--- src/rtl/seg_scan_pkg.sv ---
// Shared types and constants for the multiplexed seven-segment scanner.
// Holds the scan FSM state encoding, timing defaults and digit count.
// Imported by slot_timer and seg_scan_ctrl.
package seg_scan_pkg;

  localparam int NUM_DIGITS    = 8;
  localparam int CLK_DIV_DEF   = 1000;
  localparam int BLANK_CYC_DEF = 16;

  typedef enum logic [1:0] {
    ST_IDLE  = 2'd0,
    ST_BLANK = 2'd1,
    ST_DRIVE = 2'd2
  } state_t;

  // Extract the 8-bit segment pattern of one digit from the packed digit bus.
  function automatic logic [7:0] digit_pattern(input logic [63:0] data,
                                               input logic [2:0]  idx);
    return data[{idx, 3'b000} +: 8];
  endfunction

endpackage

--- src/rtl/seg_scan_ctrl_slot_timer.sv ---
// Purpose: per-slot cycle counter (0..CLK_DIV-1) flagging end of blanking and end of slot.
// Latency: flags are combinational decodes of the registered count.
// Backpressure: none; count is held at 0 whenever run_i is low.
module slot_timer
  import seg_scan_pkg::*;
#(
  parameter int CLK_DIV   = CLK_DIV_DEF,
  parameter int BLANK_CYC = BLANK_CYC_DEF
) (
  input  logic CLK,
  input  logic RSTn,
  input  logic run_i,
  output logic blank_done_o,
  output logic slot_done_o
);

  localparam int CW = $clog2(CLK_DIV);

  logic [CW-1:0] cnt_q;
  logic [CW-1:0] cnt_d;

  assign blank_done_o = (cnt_q == CW'(BLANK_CYC - 1));
  assign slot_done_o  = (cnt_q == CW'(CLK_DIV - 1));

  // Next count: advance while scanning, wrap at slot end, park at 0 when stopped
  always_comb begin
    cnt_d = '0;
    if (run_i && !slot_done_o) begin
      cnt_d = cnt_q + CW'(1);
    end
  end

  // Slot count register
  always_ff @(posedge CLK or negedge RSTn) begin
    if (!RSTn) begin
      cnt_q <= '0;
    end else begin
      cnt_q <= cnt_d;
    end
  end

endmodule

--- src/rtl/seg_scan_ctrl.sv ---
// Purpose: time-multiplexed 8-digit segment scanner with per-slot blanking and digit masking.
// Latency: EN sampled at edge t -> blanking from t, first pattern at t+BLANK_CYC; all outputs registered.
// Backpressure: none; EN low abandons the slot and returns to IDLE on the next edge.
module seg_scan_ctrl
  import seg_scan_pkg::*;
#(
  parameter int CLK_DIV   = CLK_DIV_DEF,
  parameter int BLANK_CYC = BLANK_CYC_DEF
) (
  input  logic        CLK,
  input  logic        RSTn,
  input  logic        EN,
  input  logic [63:0] DigitData,
  input  logic [7:0]  DigitEnMask,
  output logic [2:0]  OutCNT8,
  output logic [7:0]  SegOut,
  output logic        Blank,
  output logic        FrameTick
);

  state_t     state_q;
  logic [2:0] idx_q;
  logic [7:0] seg_q;
  logic       blank_q;
  logic       tick_q;

  logic       blank_done;
  logic       slot_done;
  logic       timer_run;

  // The slot timer only counts once a scan is under way; leaving IDLE starts it at 0.
  assign timer_run = EN && (state_q != ST_IDLE);

  slot_timer #(
    .CLK_DIV   (CLK_DIV),
    .BLANK_CYC (BLANK_CYC)
  ) u_slot_timer (
    .CLK          (CLK),
    .RSTn         (RSTn),
    .run_i        (timer_run),
    .blank_done_o (blank_done),
    .slot_done_o  (slot_done)
  );

  // Scan FSM with digit index, latched segment pattern and frame pulse, all registered
  always_ff @(posedge CLK or negedge RSTn) begin
    if (!RSTn) begin
      state_q <= ST_IDLE;
      idx_q   <= 3'd0;
      seg_q   <= 8'h00;
      blank_q <= 1'b1;
      tick_q  <= 1'b0;
    end else begin
      tick_q <= 1'b0;
      if (!EN) begin
        state_q <= ST_IDLE;
        idx_q   <= 3'd0;
        seg_q   <= 8'h00;
        blank_q <= 1'b1;
      end else begin
        case (state_q)
          ST_IDLE: begin
            state_q <= ST_BLANK;
            idx_q   <= 3'd0;
            seg_q   <= 8'h00;
            blank_q <= 1'b1;
          end
          ST_BLANK: begin
            if (blank_done) begin
              // Pattern is captured once per slot so mid-slot data changes cannot tear.
              state_q <= ST_DRIVE;
              seg_q   <= DigitEnMask[idx_q] ? digit_pattern(DigitData, idx_q) : 8'h00;
              blank_q <= 1'b0;
            end
          end
          ST_DRIVE: begin
            if (slot_done) begin
              // Index moves only together with segments going dark.
              state_q <= ST_BLANK;
              idx_q   <= idx_q + 3'd1;
              seg_q   <= 8'h00;
              blank_q <= 1'b1;
              tick_q  <= (idx_q == 3'(NUM_DIGITS - 1));
            end
          end
          default: begin
            state_q <= ST_IDLE;
            idx_q   <= 3'd0;
            seg_q   <= 8'h00;
            blank_q <= 1'b1;
          end
        endcase
      end
    end
  end

  assign OutCNT8   = idx_q;
  assign SegOut    = seg_q;
  assign Blank     = blank_q;
  assign FrameTick = tick_q;

endmodule

--- config.mk ---
export PLATFORM = sky130hd
export DESIGN_NAME = seg_scan_ctrl
export DESIGN_NICKNAME = d
export VERILOG_FILES = /design/src/rtl/seg_scan_pkg.sv /design/src/rtl/seg_scan_ctrl_slot_timer.sv /design/src/rtl/seg_scan_ctrl.sv
export SDC_FILE = /design/constraint.sdc
export NUM_CORES = 1
export LEC_CHECK = 0
export CAP_MARGIN = 5
export CORE_ASPECT_RATIO = 0.7
export CORE_MARGIN = 3
export CORE_UTILIZATION = 37
export DETAILED_ROUTE_END_ITERATION = 8
export PLACE_DENSITY = 0.76
export SYNTH_ARGS = -nofsm -noshare
export SYNTH_HDL_FRONTEND = slang
export SYNTH_SLANG_ARGS = --single-unit
export TNS_END_PERCENT = 5
--- constraint.sdc ---
create_clock -name CLK -period 5.4 [get_ports CLK]
set_input_delay 1.08 -clock CLK [delete_from_list [all_inputs] [get_ports CLK]]
set_output_delay 1.08 -clock CLK [all_outputs]
set_load 0.005 [all_outputs]
==> flow_metrics.tcl <==
set metrics [dict create \
    antenna_found_initial 0 \
    postSynthAreaPerCell_um2 11.74 \
    setup_tns_ns 0 \
    max_freq_ghz 0.3557 \
    portBuffers 87 \
    synth.area.mux_share 0.2958 \
    p_int_uw 299.1 \
    period_needed_ns 2.811 \
    nets 308 \
    dieArea_um2 5395 \
    arrival_ns 1.73 \
    path_max_fanout 19 \
    wl_per_cell_um 15.60 \
    final_cell_mix "87 x clkdlybuf4s50_1, 24 x dfrtp_1, 18 x mux4_2" \
    ctsResizeCount 0 \
    clkPwrFrac 0.291 \
    die_h_um 62.36 \
    hold_path_end "u_slot_timer.cnt_q[0]$_DFF_PN0_" \
    grt_pass1_vias 1501 \
    final_util 0.6370 \
    num_io_pins 88 \
    fin_skew_ns 0.0009341 \
    ys.flop_type "dfrtp_1" \
    cp_cell_sequence "clkdlybuf4s50_1" \
    viasPerCell 5.199 \
    syn_inst 143 \
    cts_tree "done" \
    root_buffer "clkbuf_8" \
    synth_cell_type_count 34 \
    cp.required_ns 4.32 \
    core_area_um2 4136 \
    synth_fa_ha_area_frac 0.02235 \
    outcome "complete, no violations" \
    post-cts-setup-buffer-count 0 \
    async_flop_share 1.000 \
    grt_overflow 0 \
    grt_setup_unrepaired "no" \
    drcViolationCount 0 \
    relSlewSlack 0.2675 \
    synth-compound-area-share 0.08793 \
    gp_congestion 0.7658 \
    yosys.area_share.simple 0.1297 \
    synth_top_family_by_area "multiplexers" \
    synth-xor-area-share 0.04173 \
    synth_warnings 0 \
    num_vias 1461 \
    power_frac_comb 0.206 \
    drv_slew 0 \
    netlist_area_um2 1679 \
    hpwl_um 3709 \
    rows 19 \
    hold_viol_final 0 \
    mostFrequentLayoutCell "clkdlybuf4s50_1" \
    cp_slowest_cell "dfrtp_1" \
    htreeDepth 1 \
    die_w_um 86.52 \
    global_route.usage.total 0.1650 \
    postRouteAntennaNets 0 \
    worst_slack_ns 2.589 \
    holdCritPathClass "flip-flop to flip-flop" \
    p_sw_uw 78.19 \
    worst-path-buf-inv 1 \
    ys_seq_area_frac 0.3733 \
    ys_ff_latch 25 \
    min_from "u_slot_timer.cnt_q[0]$_DFF_PN0_" \
    rrSetupSlack_ns 3.32 \
    grt_pass1_wl_um 7017 \
    cts_made_buffers 3 \
    finalWirelength_um 4385 \
    r2r-start "OutCNT8[0]$_DFFE_PN0P_" \
    critPathLaunchType "flip-flop" \
    clockBufferDepth 2 \
    clk_latency_ns 0.27 \
    swShare 0.2072 \
    drtIter0Drc 62 \
    diodes 0 \
    cts_num_sinks 25 \
    cp-end-kind "primary output" \
    grt_max_degree 26 \
    syn_nets 221 \
    fin_crit_sh 0.5206 \
    start_util 0.4059 \
    hold_depth 1 \
    area_delta_synth_final_pct 56.93 \
    clk_pin_slew_ns 0.09 \
    fin_cells 281 \
    setup_viol 0 \
    rr_endpoint "SegOut[7]$_DFFE_PN0P_" \
    vdd_ir_drop_max_v 0.0001161 \
    dp_slack_ns 2.453 \
    synth-edff-count 0 \
    dr.pass1.iters 4 \
    fillers 344 \
    path_class "flip-flop to primary output" \
    cap_violations 0 \
    r2r_cells 5 \
    place_inst 277 \
    cpLargestDelayFamily "flip-flops" \
    layout-drive-gt1-share 0.1354 \
    critPathMaxStageDelay_ns 0.83 \
    tightest_slew_ns 1.095 \
    total_leakage_power_nw 1.039 \
    cts_hold_buf 0 \
    p_per_area_nw_per_um2 143.2 \
    power.share.sequential 0.503 \
]
-- power by group through the flow --
stage          clock network (mW)  logic [mW]  registers [mW]
2_1_floorplan                   0      0.0183           0.193
3_3_place_gp                    0      0.0770           0.193
3_5_place_dp                    0      0.0783           0.193
4_1_cts                     0.112      0.0784           0.190
5_1_grt                     0.119      0.0836           0.190
6_report                    0.110      0.0776           0.190
-- stage by stage --
step	power, mW	instance area, um2	hold WS, ns
floorplan	0.2115	1679	0.4329
global placement	0.2704	2589	0.4510
detailed placement	0.2718	2589	0.4592
CTS	0.3801	2635	0.4715
global route	0.3932	2635	0.5001
finish	0.3773	2635	0.4707
-- flip-flops by register name, summed over array words and instances, names as in the netlist --
name	flops
SegOut	8
OutCNT8	3
u_slot_timer.cnt_q	10
state_q	2
Blank	1
FrameTick	1
-- per-layer routing --
metal,track usage,vias up,wire length [um]
met4,0.02918,0,27
met2,0.2624,48,2013
li1,-,708,-
met5,0,-,0
met3,0.03963,2,230
met1,0.2313,703,2114
-- cell type report --
| cell class | count | area, um2 | area share |
|---|---|---|---|
| sequential | 25 | 626.9 | 0.2379 |
| tap | 52 | 65.06 | 0.02469 |
| clock inverter | 1 | 5.005 | 0.001899 |
| inverter | 13 | 48.80 | 0.01852 |
| multi-input combinational | 99 | 969.7 | 0.3680 |
| timing repair buffer | 88 | 878.3 | 0.3333 |
| clock buffer | 3 | 41.29 | 0.01567 |
-- how the worst max path moves through the flow --
stage / from / endpoint / slack, ns / cells past startpoint
2_1_floorplan: DigitEnMask[5] / SegOut[0]$_DFFE_PN0P_ / 3.22 / 4
3_3_place_gp: EN / FrameTick$_DFF_PN0_ / 2.55 / 4
3_5_place_dp: EN / OutCNT8[1]$_DFFE_PN0P_ / 2.45 / 5
4_1_cts: OutCNT8[1]$_DFFE_PN0P_ / OutCNT8[1] / 2.57 / 1
5_1_grt: OutCNT8[1]$_DFFE_PN0P_ / OutCNT8[1] / 2.50 / 1
6_report: OutCNT8[1]$_DFFE_PN0P_ / OutCNT8[1] / 2.59 / 1
-- cells in the mapped netlist, drive strengths merged (2+ instances only) --
cell type  number  area [um2]
mux2i           8       80.08
o22ai           8       50.05
buf             4       26.27
o21ai           3       15.01
ha              3       37.54
clkbuf          2       7.510
nand2          10       37.54
mux4           18       405.4
inv            13       48.80
a21o            4       32.53
nand3           4       20.02
dfrtp          24       600.6
xor2            2       17.52
nor2           14       52.55
nand3b          2       15.01
nor3            3       15.01
xnor2           6       52.55
-- cell families (layout without fill, tap and decap cells) --
group	after synthesis	after routing
flops	25	25
buf+inv	19	105
compound gates	19	19
fa+ha+maj	3	3
mux	27	27
xor+xnor	8	8
simple gates	42	42
(Power assumes the default switching activity.)
